## config.mk

```make
export PLATFORM = sky130hd
export DESIGN_NAME = pit_lookup_flat
export DESIGN_NICKNAME = d
export VERILOG_FILES = /design/src/rtl/ndn_pkg.sv /design/src/rtl/pit_lookup_if.sv /design/src/rtl/pit_lookup_name_hash.sv /design/src/rtl/pit_lookup.sv /design/src/flat_wrapper.sv
export SDC_FILE = /design/constraint.sdc
export NUM_CORES = 1
export LEC_CHECK = 0
export CAP_MARGIN = 20
export CORE_UTILIZATION = 35
export DETAILED_ROUTE_END_ITERATION = 12
export HOLD_SLACK_MARGIN = 0.05
export MAX_ROUTING_LAYER = met4
export SYNTH_ARGS = -nofsm -noshare
export SYNTH_HDL_FRONTEND = slang
export SYNTH_HIERARCHICAL = 1
export SYNTH_SLANG_ARGS = --single-unit
```

## constraint.sdc

```tcl
create_clock -name clk -period 3 [get_ports clk]
set_input_delay 0.45 -clock clk [delete_from_list [all_inputs] [get_ports clk]]
set_output_delay 0.45 -clock clk [all_outputs]
set_load 0.005 [all_outputs]
```

## src/rtl/ndn_pkg.sv

```systemverilog
// Shared types and constants for the PIT front end: FSM states, packet
// kinds and the table_entry layout handed to the PIT.
package ndn_pkg;

   typedef enum logic [1:0] {
      IDLE   = 2'd0,
      HASH   = 2'd1,
      SEARCH = 2'd2,
      RESULT = 2'd3
   } state_e;

   localparam logic PKT_INTEREST = 1'b0;
   localparam logic PKT_DATA     = 1'b1;

   localparam int ADDR_W  = 10;
   localparam int HIT_BIT = 10;
   localparam int ENTRY_W = ADDR_W + 1;

   function automatic logic [ENTRY_W-1:0] make_entry(input logic hit,
                                                     input logic [ADDR_W-1:0] addr);
      return {hit, addr};
   endfunction

endpackage

```

## src/rtl/pit_lookup_if.sv

```systemverilog
// Packet ingress handshake plus the lookup results presented to the PIT.
interface pit_lookup_if;

   logic                        pkt_valid;
   logic [7:0]                  pkt_byte;
   logic                        pkt_last;
   logic                        pkt_type;
   logic                        pkt_ready;
   logic [ndn_pkg::ENTRY_W-1:0] table_entry;
   logic                        in_bit;
   logic                        out_bit;
   logic                        data_packet;
   logic                        table_full;
   logic                        busy;

   modport master (
      output pkt_valid, pkt_byte, pkt_last, pkt_type,
      input  pkt_ready, table_entry, in_bit, out_bit, data_packet, table_full, busy
   );

   modport slave (
      input  pkt_valid, pkt_byte, pkt_last, pkt_type,
      output pkt_ready, table_entry, in_bit, out_bit, data_packet, table_full, busy
   );

endinterface

```

## src/rtl/pit_lookup_name_hash.sv

```systemverilog
// Rotate-and-xor name hash accumulator; clear wins over a byte update.
module name_hash #(
   parameter int TAG_W = 16
) (
   input  logic             clk,
   input  logic             reset,
   input  logic             clear_i,
   input  logic             en_i,
   input  logic [7:0]       byte_i,
   output logic [TAG_W-1:0] hash_o
);

   logic [TAG_W-1:0] hash_q;
   logic [TAG_W-1:0] hash_d;

   always_comb begin
      hash_d = hash_q;
      if (clear_i) begin
         hash_d = '0;
      end else if (en_i) begin
         hash_d = {hash_q[TAG_W-2:0], hash_q[TAG_W-1]} ^ TAG_W'(byte_i);
      end
   end

   always_ff @(posedge clk or negedge reset) begin
      if (!reset) begin
         hash_q <= '0;
      end else begin
         hash_q <= hash_d;
      end
   end

   assign hash_o = hash_q;

endmodule

```

## src/rtl/pit_lookup.sv

```systemverilog
// Hashes an incoming name, scans the tag table one slot per cycle, and
// reports hit/allocation results to the PIT with in_bit/out_bit pulses.
module pit_lookup
   import ndn_pkg::*;
#(
   parameter int ENTRIES   = 8,
   parameter int SLOT_BITS = 3,
   parameter int TAG_W     = 16
) (
   input  logic        clk,
   input  logic        reset,
   pit_lookup_if.slave bus
);

   state_e                 state_q;
   logic [TAG_W-1:0]       tag_q [ENTRIES];
   logic [ENTRIES-1:0]     valid_q;
   logic [ENTRIES-1:0]     has_data_q;
   logic [SLOT_BITS-1:0]   idx_q;
   logic [SLOT_BITS-1:0]   free_idx_q;
   logic                   free_found_q;
   logic                   type_q;
   logic [ENTRY_W-1:0]     entry_q;
   logic                   in_bit_q;
   logic                   out_bit_q;
   logic                   data_packet_q;
   logic                   table_full_q;

   logic [TAG_W-1:0]       hash;
   logic                   accept;
   logic                   cur_hit;
   logic                   last_idx;
   logic                   free_any;
   logic [SLOT_BITS-1:0]   free_slot;

   assign accept    = bus.pkt_valid && (state_q == IDLE || state_q == HASH);
   assign cur_hit   = valid_q[idx_q] && (tag_q[idx_q] == hash);
   assign last_idx  = (idx_q == SLOT_BITS'(ENTRIES - 1));
   // The slot under inspection counts as free on the final cycle too.
   assign free_any  = free_found_q || !valid_q[idx_q];
   assign free_slot = free_found_q ? free_idx_q : idx_q;

   name_hash #(.TAG_W(TAG_W)) u_hash (
      .clk     (clk),
      .reset   (reset),
      .clear_i (state_q == RESULT),
      .en_i    (accept),
      .byte_i  (bus.pkt_byte),
      .hash_o  (hash)
   );

   always_ff @(posedge clk or negedge reset) begin
      if (!reset) begin
         state_q       <= IDLE;
         valid_q       <= '0;
         has_data_q    <= '0;
         idx_q         <= '0;
         free_idx_q    <= '0;
         free_found_q  <= 1'b0;
         type_q        <= PKT_INTEREST;
         entry_q       <= '0;
         in_bit_q      <= 1'b0;
         out_bit_q     <= 1'b0;
         data_packet_q <= 1'b0;
         table_full_q  <= 1'b0;
         for (int i = 0; i < ENTRIES; i++) begin
            tag_q[i] <= '0;
         end
      end else begin
         in_bit_q      <= 1'b0;
         out_bit_q     <= 1'b0;
         data_packet_q <= 1'b0;
         table_full_q  <= &valid_q;
         case (state_q)
            IDLE: begin
               if (accept) begin
                  type_q  <= bus.pkt_type;
                  state_q <= bus.pkt_last ? SEARCH : HASH;
               end
            end
            HASH: begin
               if (accept && bus.pkt_last) begin
                  state_q <= SEARCH;
               end
            end
            SEARCH: begin
               if (cur_hit || last_idx) begin
                  state_q <= RESULT;
                  if (cur_hit) begin
                     entry_q <= make_entry(1'b1, {idx_q, {(ADDR_W-SLOT_BITS){1'b0}}});
                     if (type_q == PKT_INTEREST) begin
                        in_bit_q      <= 1'b1;
                        data_packet_q <= has_data_q[idx_q];
                     end else begin
                        out_bit_q         <= 1'b1;
                        has_data_q[idx_q] <= 1'b1;
                     end
                  end else if (type_q == PKT_INTEREST && free_any) begin
                     tag_q[free_slot]      <= hash;
                     valid_q[free_slot]    <= 1'b1;
                     has_data_q[free_slot] <= 1'b0;
                     entry_q  <= make_entry(1'b1, {free_slot, {(ADDR_W-SLOT_BITS){1'b0}}});
                     in_bit_q <= 1'b1;
                  end else begin
                     entry_q   <= '0;
                     in_bit_q  <= (type_q == PKT_INTEREST);
                     out_bit_q <= (type_q == PKT_DATA);
                  end
               end else begin
                  idx_q <= idx_q + 1'b1;
                  if (!free_found_q && !valid_q[idx_q]) begin
                     free_found_q <= 1'b1;
                     free_idx_q   <= idx_q;
                  end
               end
            end
            RESULT: begin
               state_q      <= IDLE;
               idx_q        <= '0;
               free_found_q <= 1'b0;
            end
            default: state_q <= IDLE;
         endcase
      end
   end

   assign bus.pkt_ready   = (state_q == IDLE) || (state_q == HASH);
   assign bus.busy        = (state_q != IDLE);
   assign bus.table_entry = entry_q;
   assign bus.in_bit      = in_bit_q;
   assign bus.out_bit     = out_bit_q;
   assign bus.data_packet = data_packet_q;
   assign bus.table_full  = table_full_q;

endmodule

```

## src/flat_wrapper.sv

```systemverilog
// flat-port wrapper written by rule: the top's interface ports become plain ports
module pit_lookup_flat import ndn_pkg::*;
#(
   parameter int ENTRIES   = 8,
   parameter int SLOT_BITS = 3,
   parameter int TAG_W     = 16
)
  (clk, reset, bus_pkt_valid, bus_pkt_byte, bus_pkt_last, bus_pkt_type, bus_pkt_ready, bus_table_entry, bus_in_bit, bus_out_bit, bus_data_packet, bus_table_full, bus_busy);
  pit_lookup_if bus_i ();
  input  logic clk;
  input  logic reset;
  input wire logic [$bits(bus_i.pkt_valid)-1:0] bus_pkt_valid;
  input wire logic [$bits(bus_i.pkt_byte)-1:0] bus_pkt_byte;
  input wire logic [$bits(bus_i.pkt_last)-1:0] bus_pkt_last;
  input wire logic [$bits(bus_i.pkt_type)-1:0] bus_pkt_type;
  output wire logic [$bits(bus_i.pkt_ready)-1:0] bus_pkt_ready;
  output wire logic [$bits(bus_i.table_entry)-1:0] bus_table_entry;
  output wire logic [$bits(bus_i.in_bit)-1:0] bus_in_bit;
  output wire logic [$bits(bus_i.out_bit)-1:0] bus_out_bit;
  output wire logic [$bits(bus_i.data_packet)-1:0] bus_data_packet;
  output wire logic [$bits(bus_i.table_full)-1:0] bus_table_full;
  output wire logic [$bits(bus_i.busy)-1:0] bus_busy;
  assign bus_i.pkt_valid = bus_pkt_valid;
  assign bus_i.pkt_byte = bus_pkt_byte;
  assign bus_i.pkt_last = bus_pkt_last;
  assign bus_i.pkt_type = bus_pkt_type;
  assign bus_pkt_ready = bus_i.pkt_ready;
  assign bus_table_entry = bus_i.table_entry;
  assign bus_in_bit = bus_i.in_bit;
  assign bus_out_bit = bus_i.out_bit;
  assign bus_data_packet = bus_i.data_packet;
  assign bus_table_full = bus_i.table_full;
  assign bus_busy = bus_i.busy;
  pit_lookup #(.ENTRIES(ENTRIES), .SLOT_BITS(SLOT_BITS), .TAG_W(TAG_W)) u_core (.clk(clk), .reset(reset), .bus(bus_i));
endmodule
```

# ---- Word level (Yosys, flattened, before mapping)
# Cells that the tools add are included.
dict set report classes {
  n_lt_le_gt_ge 7
  add_sub_neg 1
  reduce_logical 27
  muxes 46
  bitwise_logic 10
  n_eq_ne 11
}
# op count
set op_table {}
lappend op_table {{128-bit bitwise mux} 1}
lappend op_table {{16-bit 2-to-1 mux} 5}
lappend op_table {{16-bit binary-select mux with 3-bit select} 1}
lappend op_table {{16-bit demux with 3-bit select} 1}
lappend op_table {{8-bit 2-to-1 mux} 3}
lappend op_table {{11-bit 2-to-1 mux} 2}
lappend op_table {{1-bit 2-to-1 mux} 20}
lappend op_table {{16-bit == test} 1}
lappend op_table {{8-bit OR} 2}
lappend op_table {{16-bit by 8-bit bitwise XOR with 16-bit output} 1}
lappend op_table {{2-bit by 1-bit != test with 1-bit output (second input constant)} 5}
lappend op_table {{3-bit AND reduction} 3}
lappend op_table {{8-bit AND} 1}
lappend op_table {{4-bit >= comparator (second input constant)} 2}
lappend op_table {{1-bit logical AND} 8}
lappend op_table {{3-bit by 4-bit < comparator with 1-bit output (second input constant)} 2}
lappend op_table {{2-bit 2-to-1 mux} 4}
lappend op_table {{3-bit NOT with 4-bit output} 2}
lappend op_table {{8-bit NOT} 1}
lappend op_table {{2-bit one-hot mux with 4 select lines} 1}
lappend op_table {{4-bit AND reduction} 2}
lappend op_table {{8-bit AND reduction} 1}
lappend op_table {{2-bit nonzero test} 4}
lappend op_table {{1-bit binary-select mux with 3-bit select} 2}
lappend op_table {{other kinds (16)} 27}
dict set report word_totals {
  out_inout_bits 17
  elab_cells 123
  register_bits 185
  inputBits 13
}

# ---- Longest topological paths before layout
# Gate-level depths: netlist of run 1.
dict set report logic_depth {
  word_depth 9
  mapped_depth 15
  ltp_nobuf 8
}

# ---- By module
# The synthesis of run 1 kept the hierarchy.
# module n_inst seq_area_each_um2 cells_per_inst area_each_um2
set modules_own_cells {}
lappend modules_own_cells {pit_lookup 1 4053.9 632 8359.3}
lappend modules_own_cells {name_hash 1 400.4 61 792.0}

# ---- Worst setup path before layout of run 1
# Ideal clock, no wire load.
dict set report synth_timing {
  path_kind {register -> register}
  from {register u_core.idx_q[1]}
  to {register u_core/tag_q[102] in the netlist's numbering}
  n_path_buf 6
  arrival_time_ns 3.087
  synth_period_minus_slack_ns 3.212
  path_stages_with_launch 15
  slack_ns -0.212
  path_cell_list {dfrtp_1 > buf_6 > buf_8 > buf_12 > mux4_2 > mux2i_1 > xnor2_1 > nor2_1 > nand4_1 > and4b_1 > buf_6 > buf_6 > nor4_4 > buf_6 > mux2_2}
}
dict set report synth_via {
  elab_chain_cells 8
  word_cells_on_any_way 23
}
# item line_no
set synth_lines {}
lappend synth_lines {{from (decl)} pit_lookup.sv:19} ;# logic [SLOT_BITS-1:0] idx_q;
lappend synth_lines {{from (signal assigned)} pit_lookup.sv:110} ;# idx_q <= idx_q + 1'b1;
lappend synth_lines {{3-bit NOT with 4-bit output (not written as such)} pit_lookup.sv:37} ;# assign cur_hit = valid_q[idx_q] && (tag_q[idx_q] == hash);
lappend synth_lines {{16-bit binary-select mux with 3-bit select} pit_lookup.sv:37}
lappend synth_lines {{16-bit 2-to-1 mux (not written as such) (2 in a row)} pit_lookup.sv:37}
lappend synth_lines {{16-bit == test} pit_lookup.sv:37}
lappend synth_lines {{1-bit logical AND} pit_lookup.sv:37}
lappend synth_lines {{1-bit logical OR or 1-bit NOT (tied branches)} -}
lappend synth_lines {{4-bit AND reduction (no line)} -}
lappend synth_lines {{to (signal, indexed assignment)} pit_lookup.sv:99} ;# tag_q[free_slot] <= hash;
lappend synth_lines {{to (decl)} pit_lookup.sv:16} ;# logic [TAG_W-1:0] tag_q [ENTRIES];
# Several ways; a longest one is shown, not always the timed one. The select of a mux whose other input is x is not followed.
# A chain may end at the register's enable or synchronous reset.

# ---- Final worst setup path of run 1
dict set report layout_timing {
  from {register u_core.idx_q[1]}
  to {register u_core.idx_q[1]}
}
dict set report layout_via {
  elab_chain_cells 9
  word_cells_on_any_way 15
}
# item line_no
set layout_lines {}
lappend layout_lines {{3-bit NOT with 4-bit output (not written as such)} pit_lookup.sv:37}
lappend layout_lines {{16-bit binary-select mux with 3-bit select} pit_lookup.sv:37}
lappend layout_lines {{16-bit 2-to-1 mux (not written as such) (2 in a row)} pit_lookup.sv:37}
lappend layout_lines {{16-bit == test} pit_lookup.sv:37}
lappend layout_lines {{1-bit logical AND} pit_lookup.sv:37}
lappend layout_lines {{1-bit logical OR} pit_lookup.sv:87} ;# if (cur_hit || last_idx) begin
lappend layout_lines {{2-bit != test (no line)} -}
lappend layout_lines {{2-bit AND reduction (no line)} -}
# Several ways; a longest one is shown, not always the timed one. The select of a mux whose other input is x is not followed.

==> results summary, run 1 <==
The critical path is of the register to register type. In this run the static leakage power is 5.470 nW. After synthesis, the share of flip-flops with an asynchronous set or reset is 100.0%. The worst setup path is captured at a register. For the pin with the worst max-slew slack, the measured transition is 0.6245 ns. The number of enable flip-flop cells after synthesis is 0. The library cells used most frequently in the layout, excluding fill and tap cells, are 176 x sky130_fd_sc_hd__dfrtp_1, 98 x sky130_fd_sc_hd__mux2_4, 68 x sky130_fd_sc_hd__buf_4. In the final design database the tool counted 815 nets. The area after detailed placement is 10,330 µm². The flow ran to the end, but the final reports show violations. The max-slew violation total from the final report came to 0. The power per cell area is ~720 nW/µm². The total core area came out at 25,400 µm². The clock latency at the later pin of the worst-skew pair came out at 0.44 ns. The floorplan step set the die width to between 150 and 200 µm. Measured against its own limit, the worst slew margin works out to 58.37%. Once detail routing completed, the nets flagged for antenna violations numbered 0. The largest voltage drop on the vdd net is 450.8 µV. The cell seen most often among critical-path stages is sky130_fd_sc_hd__buf_12.

The residual overflow from global routing came out at 0. Traced cell by cell, the critical path runs through buf_12, buf_12, mux2i_2, mux4_2, a21oi_4, nor4_4, and4b_1, and4b_2, buf_8, buf_6, or3_1, o211ai_1. Together, buffers and inverters on the worst path number 4.

The number of cells produced by synthesis came out at ~690. For this design the top-level I/O count stands at 30. The Yosys warning count came out at 6. Setup repair after global routing could not meet its margin everywhere.

Summing all flip-flop and latch instances after layout gives 4457 µm². The tree is rooted in a sky130_fd_sc_hd__clkbuf_16. In this run the vertical extent of the chip is 163.7 µm.

The synthesis-to-layout area growth is 30.43%. The count of different cell masters after synthesis is a little over 70. The first detailed-routing pass ran for 5 iterations.

The number of vias after detailed routing is 6,026. The delay of the slowest cell on the worst path is approximately 0.53 ns. The wire length of the first global-routing pass is 37.68 mm.

Along the worst path, the maximum fanout reaches 7. The count of max-cap constraint violations is 0. The TritonCTS buffer count came out at 17. The clock slew seen by the registers of the worst setup and hold paths is 0.07 ns.

The die covers 26,800 µm². The standard-cell row count came out at 58. The final reports fail on setup timing. Entering global routing, the biggest net connects between 60 and 70 pins.

The final count of hold timing violations is 0. For this block, the initial DRC count from the detailed router was 393. Port buffering added 22 buffers. The level count of the clock H-tree came out at 4. The data required time of the worst path is 3.26 ns.

The number of buffers between clock root and the deepest sink is 2. The routed wire length came out at approximately 25 mm. The total standard cell area after synthesis is 9151 µm². The most used flip-flop cell after synthesis is sky130_fd_sc_hd__dfrtp_1.

The arrival time at the worst endpoint is 3.61 ns. In the routed design, unresolved DRC markers number 0. After detailed routing, the number of vias per cell comes to between 5 and 6. The library cell used most frequently in the layout, excluding fill and tap cells, is sky130_fd_sc_hd__dfrtp_1. The initial antenna violation count is 1.

After layout, the worst path uses 111.8% of the clock period. Across the routed clock network, the largest skew measured is 0.01405 ns. The count of antenna diodes in the layout is 0.

The number of global-route vias before repair came out at around 6.2k. The synthesized area per cell is 13.21 µm². The number of setup violations in the final report came out at 147.

STA classifies the critical path startpoint as a register. The sink count of the clock tree is 178. The effective utilization at floorplan is a little over a third. In this design, the largest share of critical-path delay is due to simple AND/OR/NAND/NOR gates. In this run the worst hold path is classified as register to register.

TritonCTS built the clock tree. The all-layer global routing usage is 19.65%. The worst-case setup margin in the final layout is -0.3533 ns. The share of cells above drive strength 1 is 48.14%. The minimum clock period after layout is 3.353 ns.

On the critical path, the stage with the largest delay is an instance of sky130_fd_sc_hd__mux4_2. The wire length per cell is 21.62 µm. The last weighted congestion value of the routability-driven placer is 0.8399. Static timing analysis puts the maximum clock frequency at 298.2 MHz. The total negative setup slack came out at -34.02 ns. For this run, the register share of the synthesized area comes to 48.67%. The number of fillers in the final layout came out at 2,233. The final cell area excluding filler cells came out at 11,940 µm². The detailed placer's ending HPWL came out at 15.52 mm. The synthesized design contains roughly 180 register bits. The area of the multi-input gates came out at 4781 µm².
## what timing repair did
action / 4_1_cts / 5_1_grt
pin swaps: 18 / 14
endpoints found under the hold margin: 55 / 0
hold buffers: 1 / 0
setup buffers: 13 / 5
resized for setup: 95 / 55
gates cloned: 5 / 3
endpoints found under the setup margin: 147 / 156
## state kept, by name (all words and copies together) (netlist names), 2 cells and up
signal	cells
u_core/bus.table_entry	4
u_core/u_hash/hash_o	16
u_core/state_q	2
u_core/tag_q	128
u_core/has_data_q	8
u_core/idx_q	3
u_core/free_idx_q	3
u_core/valid_q	8
## cell usage after synthesis (7+ instances only)
| cell type | number | area [µm²] |
|---|---|---|
| sky130_fd_sc_hd__nor3_1 | 14 | 70.07 |
| sky130_fd_sc_hd__mux4_2 | 15 | 337.8 |
| sky130_fd_sc_hd__nor2_2 | 8 | 50.05 |
| sky130_fd_sc_hd__nand3_1 | 8 | 40.04 |
| sky130_fd_sc_hd__dfrtp_1 | 178 | 4454 |
| sky130_fd_sc_hd__nand2_1 | 21 | 78.83 |
| sky130_fd_sc_hd__mux2_4 | 26 | 390.4 |
| sky130_fd_sc_hd__mux2_2 | 106 | 1194 |
| sky130_fd_sc_hd__o21ai_0 | 9 | 45.04 |
| sky130_fd_sc_hd__a211oi_2 | 8 | 100.1 |
| sky130_fd_sc_hd__ha_1 | 7 | 87.58 |
| sky130_fd_sc_hd__buf_2 | 10 | 50.05 |
| sky130_fd_sc_hd__nand2b_1 | 12 | 75.07 |
| sky130_fd_sc_hd__xnor2_1 | 14 | 122.6 |
| sky130_fd_sc_hd__clkbuf_1 | 11 | 41.29 |
| sky130_fd_sc_hd__a22o_1 | 9 | 78.83 |
| sky130_fd_sc_hd__buf_4 | 8 | 60.06 |
| sky130_fd_sc_hd__nor2_1 | 25 | 93.84 |
| sky130_fd_sc_hd__buf_6 | 16 | 180.2 |
| sky130_fd_sc_hd__buf_1 | 12 | 45.04 |
| sky130_fd_sc_hd__mux2i_1 | 44 | 440.4 |
| sky130_fd_sc_hd__inv_1 | 12 | 45.04 |
| sky130_fd_sc_hd__mux2_1 | 7 | 78.83 |
## power by group
group          total [mW]  switching (mW)  leakage [nW]  internal (mW)
Sequential           2.81           0.244          2.45           2.57
Clock                2.34           0.994         0.303           1.35
Combinational        3.39            1.78          2.72           1.61
Total                8.54            3.02          5.47           5.53
## through the flow
stage	setup slack (ns)	util (%)	std cells	power (mW)	hold WS, ns
global placement	-0.2880	40.67	1083	5.688	0.4691
global route	-0.4044	47.00	1138	8.952	0.5037
finish	-0.3533	47.00	1138	8.541	0.4907
floorplan	-0.1456	-	699	4.571	0.1544
detailed placement	-0.2847	40.67	1083	5.706	0.4754
CTS	-0.2680	45.73	1133	8.384	0.4903
## kinds of logic (layout without fill, tap and decap cells)
group                      count (synthesis)  in the layout  share of synthesized area (%)
xor gates and xnor gates                  15             15                          1.436
buffers and inverters                     78            187                          6.112
AOI/OAI and AO/OA                         79             79                          7.055
other                                      1              7                        0.04098
adders and majority gates                  7              7                         0.9570
DFF                                      178            178                          48.67
muxes                                    198            198                          26.67
and+or+nand+nor                          137            137                          9.051
## worst reg2reg max path: cells and delay by family, from the launching register on
kind	cells	cell delay [ns]
and+or+nand+nor	4	0.81
muxes	2	0.67
AOI/OAI and AO/OA	2	0.68
buffers and inverters	4	0.57
DFF	1	0.46
## per-layer routing
| metal | vias up | share of wire [%] | track usage [%] |
|---|---|---|---|
| li1 | 2707 | - | - |
| met2 | 140 | 47 | 29.49 |
| met5 | - | 0 | - |
| met4 | 0 | 1.9 | 5.976 |
| met1 | 3147 | 47 | 26.43 |
| met3 | 32 | 4.5 | 4.444 |
## area by class of cell
type | instances | share of cell area [%]
clock buffer | 18 | 3.679
clock inverter | 14 | 1.478
inverter | 14 | 0.4403
multi-input combinational | 443 | 40.05
sequential | 178 | 37.34
tap | 330 | 3.459
timing repair buffer | 141 | 13.55
## path summary, 6_finish.rpt
path	depth (start not counted)	slack [ns]	from	endpoint
min in group asynchronous	2	0.58	reset	u_core/tag_q[111]$_DFFE_PN0P_
max reg2reg	12	-0.35	u_core/idx_q[1]$_DFFE_PN0P_	u_core/idx_q[1]$_DFFE_PN0P_
min	1	0.49	u_core/has_data_q[6]$_DFFE_PN0P_	u_core/has_data_q[6]$_DFFE_PN0P_
max in group asynchronous	3	1.64	reset	u_core/tag_q[126]$_DFFE_PN0P_
min reg2reg	1	0.49	u_core/has_data_q[6]$_DFFE_PN0P_	u_core/has_data_q[6]$_DFFE_PN0P_
max	12	-0.35	u_core/idx_q[1]$_DFFE_PN0P_	u_core/idx_q[1]$_DFFE_PN0P_
(Power assumes the default switching activity.)
==> run 2: changes to the inputs <==
- HOLD_SLACK_MARGIN: 0.05 -> 0.08
==> results of run 2 <==
No change in the layout: final DEF, timing and power equal those of run 1.
==> run 3: changes to the inputs <==
- CTS_BUF_LIST: not set -> sky130_fd_sc_hd__clkbuf_8 sky130_fd_sc_hd__clkbuf_16
==> results of run 3 <==
No change in the layout: final DEF, timing and power equal those of run 1.
